### src/rtl/core_pkg.sv
// Shared core constants and the fetch payload type used by the front end.
package core_pkg;

  localparam int unsigned XLEN = 32;
  localparam int unsigned ILEN = 32;

  localparam logic [XLEN-1:0] RESET_PC_DEFAULT = 32'h0000_0000;

  typedef struct packed {
    logic [XLEN-1:0] pc;
    logic [ILEN-1:0] inst;
  } fetch_pkt_t;

  function automatic logic [XLEN-1:0] word_align(input logic [XLEN-1:0] addr);
    return {addr[XLEN-1:2], 2'b00};
  endfunction

endpackage

### src/rtl/ifetch.sv
// Instruction fetch stage: streams sequential words from a synchronous imem,
// with a single-entry skid buffer for decode back-pressure and redirect flush.
module ifetch
  import core_pkg::*;
#(
  parameter logic [XLEN-1:0] RESET_PC = RESET_PC_DEFAULT
) (
  input  logic            clk,
  input  logic            rst_n,
  output logic [XLEN-3:0] imem_pc,
  input  logic [ILEN-1:0] imem_inst,
  input  logic            redirect_valid,
  input  logic [XLEN-1:0] redirect_pc,
  output logic            out_valid,
  input  logic            out_ready,
  output logic [XLEN-1:0] out_pc,
  output logic [ILEN-1:0] out_inst
);

  logic [XLEN-1:0] f_q, f_d;
  logic [XLEN-1:0] r_q, r_d;
  logic            v_q, v_d;
  logic            h_valid_q, h_valid_d;
  fetch_pkt_t      h_q, h_d;

  // While holding, re-read R so its word is on imem_inst the cycle after drain.
  assign imem_pc   = h_valid_q ? r_q[XLEN-1:2] : f_q[XLEN-1:2];

  assign out_valid = h_valid_q | v_q;
  assign out_pc    = h_valid_q ? h_q.pc   : r_q;
  assign out_inst  = h_valid_q ? h_q.inst : imem_inst;

  // Next-state: redirect flushes everything; otherwise advance, capture or drain.
  always_comb begin
    f_d       = f_q;
    r_d       = r_q;
    v_d       = v_q;
    h_valid_d = h_valid_q;
    h_d       = h_q;

    if (redirect_valid) begin
      f_d       = word_align(redirect_pc);
      v_d       = 1'b0;
      h_valid_d = 1'b0;
    end else if (h_valid_q) begin
      if (out_ready) begin
        h_valid_d = 1'b0;
      end
    end else begin
      if (v_q && !out_ready) begin
        h_d.pc    = r_q;
        h_d.inst  = imem_inst;
        h_valid_d = 1'b1;
      end
      r_d = f_q;
      v_d = 1'b1;
      f_d = f_q + XLEN'(4);
    end
  end

  always_ff @(posedge clk) begin
    if (!rst_n) begin
      f_q       <= RESET_PC;
      r_q       <= '0;
      v_q       <= 1'b0;
      h_valid_q <= 1'b0;
      h_q       <= '0;
    end else begin
      f_q       <= f_d;
      r_q       <= r_d;
      v_q       <= v_d;
      h_valid_q <= h_valid_d;
      h_q       <= h_d;
    end
  end

endmodule
### config.mk
export PLATFORM = sky130hd
export DESIGN_NAME = ifetch
export DESIGN_NICKNAME = d
export VERILOG_FILES = /design/src/rtl/core_pkg.sv /design/src/rtl/ifetch.sv
export SDC_FILE = /design/constraint.sdc
export NUM_CORES = 1
export LEC_CHECK = 0
export CAP_MARGIN = 5
export CORE_ASPECT_RATIO = 1.25
export CORE_MARGIN = 4
export CORE_UTILIZATION = 50
export CTS_CLUSTER_SIZE = 12
export DETAILED_ROUTE_END_ITERATION = 16
export GPL_TIMING_DRIVEN = 1
export PLACE_DENSITY = 0.8
export REMOVE_ABC_BUFFERS = 1
export SYNTH_ARGS = -nofsm -noshare
export SYNTH_HDL_FRONTEND = slang
export SYNTH_SLANG_ARGS = --single-unit
### constraint.sdc
create_clock -name clk -period 2.6 [get_ports clk]
set_clock_uncertainty 0.05 [all_clocks]
set_input_delay 0.52 -clock clk [delete_from_list [all_inputs] [get_ports clk]]
set_output_delay 0.52 -clock clk [all_outputs]
set_load 0.005 [all_outputs]
# After elaboration in Yosys (flattened, before gate mapping)
# Index checks and enable logic that the tools add are counted.
dict set report word_totals {
  reg_bits 130
  out_inout_bits 95
}
dict set report classes {
  addsub 1
  mux 8
  bitwise_logic 4
  n_reduce_logical 5
  n_eq_ne 1
}
# operator count
set ops {}
lappend ops {{32-bit 2-to-1 mux} 4}
lappend ops {{32-bit by 3-bit adder with 32-bit output, second input constant} 1}
lappend ops {{30-bit 2-to-1 mux} 1}
lappend ops {{1-bit 2-to-1 mux} 3}
lappend ops {{1-bit NOT} 3}
lappend ops {{3-bit AND reduction} 1}
lappend ops {{2-bit inequality test, second input constant} 1}
lappend ops {{2-bit AND reduction} 1}
lappend ops {{2-bit OR reduction} 1}
lappend ops {{1-bit logical AND} 1}
lappend ops {{1-bit zero test} 1}
lappend ops {{1-bit OR} 1}

# Longest topological paths before layout
dict set report logic_depth {
  ltp_word 4
  mapped_depth 7
  ltp_nobuf 5
}

# Worst setup path after synthesis
# Ideal clock, no wire load.
dict set report synth_timing {
  path_kind {register to output}
  start {register h_valid_q}
  end {output out_inst[24]}
  slack_ns 0.388
  path_stages_with_launch 5
  arrival_ns 1.642
  cell_sequence {dfxtp_1 -> clkbuf_1 -> buf_1 -> clkbuf_1 -> mux2_2}
}
dict set report synth_between {
  elab_chain_len 1
}
# item line
set synth_rtl {}
lappend synth_rtl {{from (decl)} ifetch.sv:23} ;# logic h_valid_q, h_valid_d;
lappend synth_rtl {{from (signal assigned)} ifetch.sv:72} ;# h_valid_q <= h_valid_d;
lappend synth_rtl {{32-bit 2-to-1 mux} ifetch.sv:31} ;# assign out_inst = h_valid_q ? h_q.inst : imem_inst;
lappend synth_rtl {{to (decl)} ifetch.sv:17} ;# output logic [ILEN-1:0] out_inst
# Every way passes these cells.

# Worst setup path after layout
dict set report layout_timing {
  start {register h_valid_q}
  end {output imem_pc[10]}
}
dict set report layout_between {
  elab_chain_len 1
}
# item line
set layout_rtl {}
lappend layout_rtl {{30-bit 2-to-1 mux} ifetch.sv:27} ;# assign imem_pc = h_valid_q ? r_q[XLEN-1:2] : f_q[XLEN-1:2];
lappend layout_rtl {{to (decl)} ifetch.sv:10} ;# output logic [XLEN-3:0] imem_pc,
# Every way passes these cells.

==> results.md <==
| Stage | Result | Value |
|:---|:---|:---|
| status | Status | finished clean |
| worst setup path | Beginning of the critical path | h_valid_q$_SDFF_PP0_ |
| min path | Worst min-delay path startpoint | h_q[53]$_SDFFE_PN0P_ |
| synthesis | Ys async rst share | 0 |
| timing | Number of hold-slack violations in the final timing report | 0 |
| worst setup path | Worst path required time | 2.03 ns |
| floorplan | Die area | 14800 um^2 |
| drt | Wire per inst | 16.2 um |
| clock tree | Clock-pin slew of the registers on the worst-case setup and hold paths | 0.05 ns |
| synthesis | Compound-gate portion of the synthesized area | 0.177 |
| worst setup path | Launch point of the worst reg-to-reg path | f_q[2]$_SDFFE_PN0P_ |
| placement | Post-DP HPWL | 12000 um |
| timing | Period minus WS final | 2.52 ns |
| worst setup path | Classification of the worst setup path | flip-flop to output port |
| drt | Vias/cell | 5.53 |
| power and ir drop | Total leakage power | 3.12 nW |
| worst setup path | Critical path startpoint category | flip-flop |
| grt | Initial antenna violation count | 0 |
| power and ir drop | Tot Pwr | 4.81 mW |
| timing | Unrepaired setup endpoints after global routing | false |
| synthesis | Largest family of logic cells by synthesized area | simple AND/OR/NAND/NOR gates |
| grt | First-pass GRT wire length | 28400 um |
| clock tree | Number of buffers inserted during clock tree synthesis | 17 |
| finish | Number of antenna diodes | 0 |
| floorplan | Initial standard-cell utilization of the core | 0.508 |
| synthesis | Ys Warns | 0 |
| synthesis | Number of instances in the synthesized netlist | 753 |
| synthesis | Number of register bits inferred by synthesis | 124 |
| min path | WHS Path Cells | 2 |
| worst setup path | Type of destination of the critical path | output port |
| grt | Overall routing resource usage | 0.240 |
| floorplan | Die Height | 135 um |
| timing | Final number of max-transition violations | 0 |
| floorplan | I/O pins | 163 |
| placement | Gp weighted congestion | 0.908 |
| timing | Maximum clock rate | 397 MHz |
| synthesis | Top_reg_cell synth | dfxtp_1 |
| synthesis | Most frequent cell after synthesis | nand2_1 |
| finish | Net count of the finished layout | 963 |
| synthesis | Post-synthesis share of cell area spent on xor and xnor gates | 0.0136 |
| worst setup path | Arrival time of the worst setup path | 1.95 ns |
| finish | Ratio of cells with drive above 1 in the final layout | 0.182 |
| grt | Vias in the first global route | 5959 |
| power and ir drop | Worst VDD drop | 348 uV |
| clock tree | Number of clock sinks | 124 |
| finish | Synth-to-Final Area Change | 36.5% |
| synthesis | Mux share of post-synthesis cell area | 0.161 |
| drt | Count of routing violations after the opening detailed-route iteration | 342 |
| drt | First drt pass iteration count | 5 |
| clock tree | TritonCTS clock tree | yes |
| synthesis | EDFF count, synth | 0 |
| synthesis | Commonest cells in the synthesized netlist | 209 x nand2_1, 124 x dfxtp_1, 93 x a21boi_0 |
| synthesis | Netlist Area Pre-Place | 6430 um^2 |
| synthesis | Adder and majority cell fraction of the synthesized area | 0.00195 |
| floorplan | Die outline width | 109 um |
| drt | Remaining antenna violation count | 0 |
| floorplan | Number of cell rows | 46 |
| grt | Total congestion overflow after global routing | 0 |
| drt | Number of remaining DRC errors | 0 |
| placement | Pre-CTS setup slack | 0.0770 ns |
| synthesis | Fraction of post-synthesis cell area in the top cell type by area | 0.386 |
| clock tree | Number of H-tree levels | 4 |
| worst setup path | R2R cell count | 5 |
| synthesis | Largest area contributor in the synthesized netlist | dfxtp_1 |
| timing | Min setup slack post-route | 0.0829 ns |
| timing | Total of endpoints with negative setup slack in the final report | 0 |
| clock tree | Cell at the root of the clock tree | clkbuf_16 |
| clock tree | Number of buffers between clock root and the deepest sink | 2 |
| synthesis | Sequential cell area fraction in the yosys report | 0.386 |
| synthesis | Post-Synth Simple-Gate Area | 0.210 |
| synthesis | Syn Area/Cell | 8.54 um^2 |
| synthesis | Biggest area contributors in the synthesized netlist | dfxtp_1 39%, mux2_2 16%, nand2_1 12%, a21boi_0 11%, clkbuf_1 2.8% |
| power and ir drop | Power density relative to cell area | 547 nW/um^2 |
| floorplan | Area of the core | 12700 um^2 |
| drt | Number of vias in the routed layout | 5942 |
| worst setup path | FF-to-FF setup slack | 0.23 ns |
| timing | Share of the clock period used by the worst path after layout | 0.968 |
| clock tree | Number of buffers inserted for hold repair after clock tree synthesis | 0 |
| job | Count of max-cap constraint violations | 0 |
| placement | Port buffer count | 158 |
| min path | Worst hold path type | flip-flop to flip-flop |
| grt | Pin count of the biggest net entering global routing | 93 |
| drt | Routed Wire Length | 17400 um |
| clock tree | Clock insertion delay at the later pin of the skew report | 0.41 ns |
| worst setup path | Maximum fanout along the worst path | 25 |
| synthesis | Distinct cell type count after synthesis | 56 |
==> metal layers <==
layer	wire, um	track usage	share of wire
met1	7080	0.279	0.41
met4	388	0.0894	0.022
met3	1010	0.0560	0.058
met5	0	0	0
met2	8890	0.423	0.51
==> stage by stage <==
step | setup TNS, ns | instances | hold WS (ns) | utilization | cell area (um^2)
global placement | 0 | 1039 | 0.395 | 0.649 | 8210
detailed placement | 0 | 1039 | 0.405 | 0.649 | 8210
global route | 0 | 1074 | 0.427 | 0.694 | 8780
finish | 0 | 1074 | 0.408 | 0.694 | 8780
floorplan | -301.59 | 685 | 0.390 | - | 6120
CTS | 0 | 1074 | 0.412 | 0.694 | 8780
==> final timing paths <==
kind / end
worst min-delay path: h_q[53]$_SDFFE_PN0P_
worst min register to register: h_q[53]$_SDFFE_PN0P_
worst max-delay path: imem_pc[10]
worst max register to register: f_q[26]$_SDFFE_PN0P_
==> power by group <==
part	switching [mW]	internal [mW]
clock	0.797	1.30
combinational	0.255	0.400
sequential	0.0840	1.97
total	1.14	3.67
==> what timing repair did <==
| item | in CTS | in global routing |
|---|---|---|
| resized for setup | 0 | 0 |
| setup buffers | 4 | 0 |
| endpoints found under the hold margin | 0 | 0 |
| endpoints found under the setup margin | 68 | 0 |
==> cells in the final DEF (no fill, tap or decap), drive strengths merged, types with 6 or more instances in the layout <==
cell / count
nand2: 209
clkdlybuf4s50: 157
dfxtp: 124
a21boi: 93
mux2: 91
buf: 33
clkbuf: 24
o21ai: 16
nand3: 15
nand4: 14
a21oi: 10
nor2: 9
nor3: 7
or4: 7
xnor2: 6
nor4: 6
clkinv: 6
==> layout make-up <==
cell class | instances | area (um^2)
timing repair buffer | 190 | 1900
inverter | 4 | 15.0
tap | 168 | 210
multi-input combinational | 557 | 3640
sequential | 124 | 2490
fill | 1000 | 3880
clock buffer | 24 | 492
clock inverter | 7 | 40.0
==> registers in the layout, indices dropped and copies added, names as in the netlist <==
name,cells
h_q,62
v_q,1
r_q,30
h_valid_q,1
f_q,30
==> cells by family after synthesis <==
kind of cell	count (synthesis)
adder cells (fa/ha/maj)	1
other	1
XOR/XNOR	10
AND/OR/NAND/NOR	297
buffers and inverters	73
multiplexers	92
AO/OA/AOI/OAI	155
flip-flops	124
==> critical path, stage by stage, from the launching register on <==
cell and delay, ns:
dfxtp_4 0.49, buf_12 0.22, mux2_2 0.36, clkdlybuf4s50_1 0.45
(Power assumes the default switching activity.)
==> RTL change, RTL diff (config.mk and constraints unchanged) <==
`XLEN`: 32 -> 64.
--- a/src/rtl/core_pkg.sv
+++ b/src/rtl/core_pkg.sv
@@ -2,5 +2,5 @@
 package core_pkg;
 
-  localparam int unsigned XLEN = 32;
+  localparam int unsigned XLEN = 64;
   localparam int unsigned ILEN = 32;
 
Interface: changed (resized imem_pc, out_pc and redirect_pc); port bits go from 163 to 259. The function was not compared with the original's and may differ.
==> RTL change against the original RTL <==
The flow now finishes with violations (setup timing). Final area is 80% higher. First-iteration DRC count increased to 2.7 times the old value. Sequential share of layout area shrank 0.37 points. Register-to-register slack worse by 0.15 ns. Setup slack got worse by 0.096 ns. Area after synthesis grew 75%. Cell count increased by 84%. Power increased by 69%. Sequential cell count is 96 higher. Count of clock-buffer cells in the layout grew 16. Wire length up 120%. Fmax down 3.7%. Critical endpoint is now out_inst[10]. Highest routed layer unchanged.
==> RTL change: results (changes against the original RTL) <==
| Metric | Value |
|---|---|
| Synth cell types | 69 (+23%) |
| Final worst-path setup slack | -0.0131 ns (-0.0960 ns) |
| Bufs on Longest Clock Path | 3 (+1) |
| Port bufs | 254 (+61%) |
| TNS Setup | -0.0131 ns (-0.0131 ns) |
| Top post-synthesis cells by area | dfxtp_1 39%, mux2_2 15%, nand2_1 13% |
| Synth Area in Adders | 0.00111 (-0.000831) |
| Clock Latency Late Sink | 0.51 ns (+0.10 ns) |
| Seq group | 3.63 mW (+77%) |
| Fillers | 1,724 (+72%) |
| Vias in the first global route | 11,300 (+89%) |
| Placed cell count | 1,910 (+84%) |
| Critical path arrival | 2.04 ns (+0.09 ns) |
| Failing checks | setup timing |
| Register area share after synthesis | 0.392 (+0.00624) |
| First-pass GRT wire length | 57,900 um (+100%) |
| Total track usage | 0.280 (+0.0404) |
| # nets final | 1,781 (+85%) |
| Switching Share | 0.250 (+0.0132) |
| Biggest regs | h_q: 94 flops, f_q: 62 flops, r_q: 62 flops |
| XOR/XNOR Fraction of Synth Area | 0.0133 (-0.000358) |
| Setup violations, final | 1 (+1) |
| Non-filler instance count after layout | 1,981 (+84%) |
| Worst r2r path cells | 9 (+4) |
| Synth Area in Compound Gates | 0.151 (-0.0261) |
| Ratio of cells with drive above 1 in the final layout | 0.194 (+0.0116) |
| Reg2reg start | h_valid_q$_SDFF_PP0_ |
| Largest net degree at the start of global routing | 105 (+13%) |
| CP max-delay cell | clkdlybuf4s50_1 |
| Post-Syn Area per Cell | 8.06 um2 (-5.7%) |
| CTS Buf Count | 24 (+7) |
| Post-DR wirelength/cell | 19.4 um (+20%) |
| FF-to-FF End | h_q[60]$_SDFFE_PN0P_ |
| Flop pwr share | 0.448 (+0.021) |
| Outcome | finished, violations left |
| Routability cong. | 0.934 (+2.9%) |
| CTS HTree Levels | 1 (-3) |
| Crit-path max FO | 10 (-60%) |
| Combinational Power | 1.12 mW (+71%) |
| DP HPWL | 25,600 um (+110%) |
| Worst vdd ir | 0.000466 V (+34%) |
## RTL change: metal layers
metal | global-route usage | wire [um]
met4 | 0.102 | 1450
met1 | 0.343 | 15000
met2 | 0.494 | 19300
met3 | 0.0438 | 2540
met5 | 0 | 0
## RTL change: stage by stage
stage / cell area, um2 / setup slack (ns)
final: 15800 / -0.0131
after global routing: 15800 / -0.0532
after CTS: 15300 / -0.0893
after detailed placement: 14400 / 0.206
after global placement: 14400 / 0.238
after floorplan: 10700 / -7.30
## RTL change: what timing repair did
action	4_1_cts	5_1_grt
buffers inserted	9	10
hold endpoints to repair	0	0
hold buffers	0	0
gates resized for setup	43	92
cloned	1	7
endpoints found under the setup margin	133	113
## RTL change: area by class of cell
| cell class | count | area share |
|---|---|---|
| multi-input cells | 1054 | 0.400 |
| flip-flops and latches | 220 | 0.279 |
| repair buffers | 371 | 0.247 |
| clock buffers | 40 | 0.0458 |
| well taps | 283 | 0.0224 |
| clock inverters | 4 | 0.00286 |
| inverters | 9 | 0.00270 |
## RTL change: how the worst min path moves through the flow
stage / startpoint / endpoint / slack (ns) / cells after the start
2_1_floorplan: h_q[0]$_SDFFE_PN0P_ / h_q[0]$_SDFFE_PN0P_ / 0.38 / 2
3_3_place_gp: h_q[11]$_SDFFE_PN0P_ / h_q[11]$_SDFFE_PN0P_ / 0.39 / 2
3_5_place_dp: h_q[86]$_SDFFE_PN0P_ / h_q[86]$_SDFFE_PN0P_ / 0.39 / 2
4_1_cts: redirect_valid / f_q[45]$_SDFFE_PN0P_ / 0.40 / 4
5_1_grt: h_q[90]$_SDFFE_PN0P_ / h_q[90]$_SDFFE_PN0P_ / 0.42 / 2
6_report: h_q[17]$_SDFFE_PN0P_ / h_q[17]$_SDFFE_PN0P_ / 0.40 / 2
